$ cat src/rtl/alu_op_decoder.sv
// Registered ALU operation decoder: maps instruction class, funct3 and funct7[5]
// to a 4-bit ALU op code with a stall enable and an illegal-encoding flag.
module alu_op_decoder #(
   parameter logic [3:0] RESET_OP = 4'b0010
) (
   input  logic       clk,
   input  logic       reset,
   input  logic       en,
   input  logic       funct7_b5,
   input  logic [2:0] funct3,
   input  logic [1:0] instruction_type,
   output logic [3:0] alu_op,
   output logic       illegal
);

   localparam logic [3:0] OpAnd  = 4'b0000;
   localparam logic [3:0] OpOr   = 4'b0001;
   localparam logic [3:0] OpAdd  = 4'b0010;
   localparam logic [3:0] OpXor  = 4'b0011;
   localparam logic [3:0] OpSll  = 4'b0100;
   localparam logic [3:0] OpSrl  = 4'b0101;
   localparam logic [3:0] OpSub  = 4'b0110;
   localparam logic [3:0] OpSra  = 4'b0111;
   localparam logic [3:0] OpSlt  = 4'b1000;
   localparam logic [3:0] OpSltu = 4'b1001;

   logic [3:0] alu_op_d, alu_op_q;
   logic       illegal_d, illegal_q;
   logic [3:0] base_op;

   // Shared R/I-type table for the funct7_b5=0 column.
   always_comb begin
      base_op = OpAdd;
      unique case (funct3)
         3'b000: base_op = OpAdd;
         3'b001: base_op = OpSll;
         3'b010: base_op = OpSlt;
         3'b011: base_op = OpSltu;
         3'b100: base_op = OpXor;
         3'b101: base_op = OpSrl;
         3'b110: base_op = OpOr;
         3'b111: base_op = OpAnd;
         default: base_op = OpAdd;
      endcase
   end

   always_comb begin
      alu_op_d  = OpAdd;
      illegal_d = 1'b0;
      unique case (instruction_type)
         2'b00: alu_op_d = OpAdd;
         2'b01: begin
            unique case (funct3[2:1])
               2'b00:   alu_op_d = OpSub;
               2'b10:   alu_op_d = OpSlt;
               2'b11:   alu_op_d = OpSltu;
               default: illegal_d = 1'b1;
            endcase
         end
         2'b10: begin
            if (!funct7_b5) begin
               alu_op_d = base_op;
            end else if (funct3 == 3'b000) begin
               alu_op_d = OpSub;
            end else if (funct3 == 3'b101) begin
               alu_op_d = OpSra;
            end else begin
               illegal_d = 1'b1;
            end
         end
         2'b11: begin
            if (funct3 == 3'b101) begin
               alu_op_d = funct7_b5 ? OpSra : OpSrl;
            end else if (funct3 == 3'b001 && funct7_b5) begin
               illegal_d = 1'b1;
            end else begin
               alu_op_d = base_op;
            end
         end
         default: illegal_d = 1'b1;
      endcase
      if (illegal_d) begin
         alu_op_d = RESET_OP;
      end
   end

   always_ff @(posedge clk) begin
      if (reset) begin
         alu_op_q  <= RESET_OP;
         illegal_q <= 1'b0;
      end else if (en) begin
         alu_op_q  <= alu_op_d;
         illegal_q <= illegal_d;
      end
   end

   assign alu_op  = alu_op_q;
   assign illegal = illegal_q;

endmodule

$ cat config.mk
export PLATFORM = sky130hd
export DESIGN_NAME = alu_op_decoder
export DESIGN_NICKNAME = d
export VERILOG_FILES = /design/src/rtl/alu_op_decoder.sv
export SDC_FILE = /design/constraint.sdc
export NUM_CORES = 1
export LEC_CHECK = 0
export CELL_PAD_IN_SITES_DETAIL_PLACEMENT = 0
export CELL_PAD_IN_SITES_GLOBAL_PLACEMENT = 1
export CORE_UTILIZATION = 31
export CTS_CLUSTER_SIZE = 20
export DETAILED_ROUTE_END_ITERATION = 10
export GPL_ROUTABILITY_DRIVEN = 0
export HOLD_SLACK_MARGIN = 0.15
export PLACE_DENSITY_LB_ADDON = 0.1
export SLEW_MARGIN = 20
export SYNTH_ARGS = -nofsm -noshare
export SYNTH_HDL_FRONTEND = slang
export SYNTH_SLANG_ARGS = --single-unit
$ cat constraint.sdc
create_clock -name clk -period 1.6 [get_ports clk]
set_clock_uncertainty 0.05 [all_clocks]
set_input_delay 0.32 -clock clk [delete_from_list [all_inputs] [get_ports clk]]
set_output_delay 0.32 -clock clk [all_outputs]
set_load 0.05 [all_outputs]
==> impl_metrics.env <==
export IMPL_final_nets=82
export IMPL_pwr_share_comb_pct=33.9
export IMPL_rsz0062_at_grt="true"
export IMPL_drcViolationCount=0
export IMPL_synthTopCellsByArea="dfxtp_1 (24%), a2111oi_4 (6.6%), a32o_1 (4.8%)"
export IMPL_netlist_instances=46
export IMPL_grt_start_max_net_pins=10
export IMPL_setup_viol=0
export IMPL_slew_headroom_pct=76.80
export IMPL_critPathKind="primary input to flip-flop"
export IMPL_p_per_area_nw_per_um2=621.4
export IMPL_antenna_found_initial=0
export IMPL_area_delta_synth_final_pct=66.77
export IMPL_htreeDepth=1
export IMPL_core_um2=1171
export IMPL_outcome="complete, no violations"
export IMPL_setup_total_negative_slack_ns=0
export IMPL_fin_hold_ws_ns=0.4501
export IMPL_first_pass_iters=4
export IMPL_yosys_area_top_type="dfxtp_1"
export IMPL_grt_pass1_wl_um=1883
export IMPL_fin_ws_ns=0.008064
export IMPL_overflow=0
export IMPL_via_per_inst=5.384
export IMPL_row_count=12
export IMPL_num_antenna_cells=0
export IMPL_vias=463
export IMPL_path_clk_slew_ns=0.04
export IMPL_intPower_w=0.0003001
export IMPL_drt_initial_drc_count=13
export IMPL_tightest_slew_ns=0.3451
export IMPL_worstSetupEndpointType="flip-flop"
export IMPL_cts_tree="yes"
export IMPL_die_h_um=38.72
export IMPL_final_max_slew_viol_count=0
export IMPL_ys_seq_area_share_pct=23.95
export IMPL_cp_required_ns=1.69
export IMPL_yosys_warnings=0
export IMPL_yosysUniqueCellTypes=28
export IMPL_ys_ff_latch=5
export IMPL_synth_top_area_share_pct=23.95
export IMPL_switching_share_pct=30.71
export IMPL_grt_pass1_vias=455
export IMPL_fin_crit_sh_pct=99.50
export IMPL_gr_usage_all_layers_pct=19.47
export IMPL_syn_area_um2=417.9
export IMPL_synth_avg_cell_area_um2=9.085
export IMPL_clock_latency_ns=0.25
export IMPL_syn_num_nets=55
export IMPL_crit_slowest_cell="clkdlybuf4s50_1"
export IMPL_ir_worst_vdd_v=0.0003777
export IMPL_root_buffer="clkbuf_4"
export IMPL_drive_gt1_share_pct=40.28
export IMPL_cap_viol_max_count=0
export IMPL_p_leak_nw=0.3046
export IMPL_die_x_um=38.72
export IMPL_min_period_ns=1.592
export IMPL_pin_count=14
export IMPL_wl_per_cell_um=12.84
export IMPL_slowest_delay_ns=0.45
export IMPL_cts_buffers=3
export IMPL_start_util_pct=35.68
export IMPL_pre_cts_slack_ns=-0.3482
export IMPL_p_switching_w=0.0001330
export IMPL_timing_fmax_mhz=628.2
export IMPL_port_buffers=13
export IMPL_cts_num_sinks=5
export IMPL_ant_nets=0
export IMPL_worstPathCellList="clkdlybuf4s50_1, buf_6, a2111oi_4, nor4_2, a32o_1"
export IMPL_post_dp_hpwl_um=894.6
export IMPL_finalHoldViolations=0
export IMPL_cts_buffer_depth=2
export IMPL_die_area_um2=1499
export IMPL_cp_start_kind="primary input"
export IMPL_arrival_ns=1.68
export IMPL_finalWirelength_um=1104
export IMPL_crit_fanout=5
export IMPL_hold_path_class="flip-flop to flip-flop"
export IMPL_sequentialPowerShare_pct=31.0
export IMPL_pwr_share_clk_pct=35.1
logic make-up (layout without fill, tap and decap cells):
logic type | Yosys count | in the layout | share of synthesized area (%)
compound gates | 16 | 16 | 37.13
simple gates | 18 | 18 | 30.84
buf+inv | 7 | 33 | 8.083
flops | 5 | 5 | 23.95
stage by stage:
| stage | util [%] | area (um^2) | cells | power (W) |
|---|---|---|---|---|
| 2_1_floorplan | - | 417.9 | 46 | 0.0002093 |
| 3_3_place_gp | 56.20 | 658.1 | 82 | 0.0002770 |
| 3_5_place_dp | 56.20 | 658.1 | 82 | 0.0002809 |
| 4_1_cts | 59.29 | 694.4 | 86 | 0.0004398 |
| 5_1_grt | 59.51 | 696.9 | 86 | 0.0004563 |
| 6_report | 59.51 | 696.9 | 86 | 0.0004331 |
path summary, 6_finish.rpt:
path | end | slack [ns] | cells after the start | start
max | alu_op[2]$_SDFFE_PP0P_ | 0.008 | 5 | instruction_type[0]
min | illegal$_SDFFE_PP0P_ | 0.45 | 2 | illegal$_SDFFE_PP0P_
max reg2reg | alu_op[1]$_SDFFE_PP1P_ | 0.70 | 2 | alu_op[1]$_SDFFE_PP1P_
min reg2reg | illegal$_SDFFE_PP0P_ | 0.45 | 2 | illegal$_SDFFE_PP0P_
worst max-delay path: cells and delay by family:
kind | cells | cell delay (ns)
AOI/OAI and AO/OA | 2 | 0.64
buffers and inverters | 2 | 0.61
and+or+nand+nor | 1 | 0.11
cells in the mapped netlist:
library cell / n
a2111oi_4: 1
a211oi_2: 1
a21oi_1: 1
a21oi_2: 1
a22o_1: 2
a311o_1: 1
a31oi_1: 1
a32o_1: 2
a32oi_1: 1
and2b_2: 2
and4b_1: 1
buf_4: 2
dfxtp_1: 5
inv_1: 5
nand2_1: 3
nand2b_1: 3
nand2b_4: 1
nor2_1: 2
nor2b_1: 1
nor4_2: 1
o2111ai_1: 1
o211ai_1: 1
o21ai_1: 1
o32ai_1: 1
o41ai_1: 1
or2_1: 1
or2b_1: 1
or2b_2: 2
cell type report:
class	instances	area, um^2
Multi-Input combinational cell	34	291.5
Fill cell	106	474.2
Clock buffer	4	26.28
Tap cell	14	17.52
Inverter	5	18.77
Timing Repair Buffer	24	242.7
Sequential cell	5	100.1
flip-flops by register name, summed over array words and instances (netlist names):
register  count
alu_op        4
illegal       1
power by group through the flow:
stage / Clock (W) / Combinational (W) / Sequential [W]
final: 0.000152 / 0.000147 / 0.000134
after global routing: 0.000164 / 0.000157 / 0.000135
after CTS: 0.000158 / 0.000147 / 0.000134
after detailed placement: 0 / 0.000144 / 0.000137
after global placement: 0 / 0.000141 / 0.000136
after floorplan: 0 / 0.0000558 / 0.000153
metal layers:
layer / global-route usage [%] / part of all wire, % / up-vias / routed length [um]
met5: 0 / 0 / - / 0
met4: 15.52 / 3.8 / 0 / 42
met3: 5.202 / 4.6 / 5 / 51
met2: 32.50 / 49 / 11 / 546
met1: 20.14 / 42 / 223 / 464
li1: - / - / 224 / -
what timing repair did:
action / 4_1_cts / 5_1_grt
hold endpoints to repair: 0 / 0
buffers inserted: 0 / 0
resized for setup: 3 / 1
endpoints found under the setup margin: 3 / 4
hold buffers: 0 / 0
pin swaps: 2 / 1
layout by cell type, fill, tap and decap left out, types with 2 or more instances in the layout:
| cell type | instances |
|---|---|
| clkdlybuf4s50_1 | 6 |
| buf_4 | 12 |
| a32o_1 | 2 |
| clkbuf_4 | 3 |
| buf_12 | 3 |
| inv_1 | 5 |
| nand2b_1 | 3 |
| or2b_2 | 2 |
| nand2_1 | 3 |
| nor2_1 | 2 |
| dfxtp_1 | 5 |
| a22o_1 | 2 |
| and2b_2 | 2 |
Note: power is estimated with default switching activity, not from simulation.
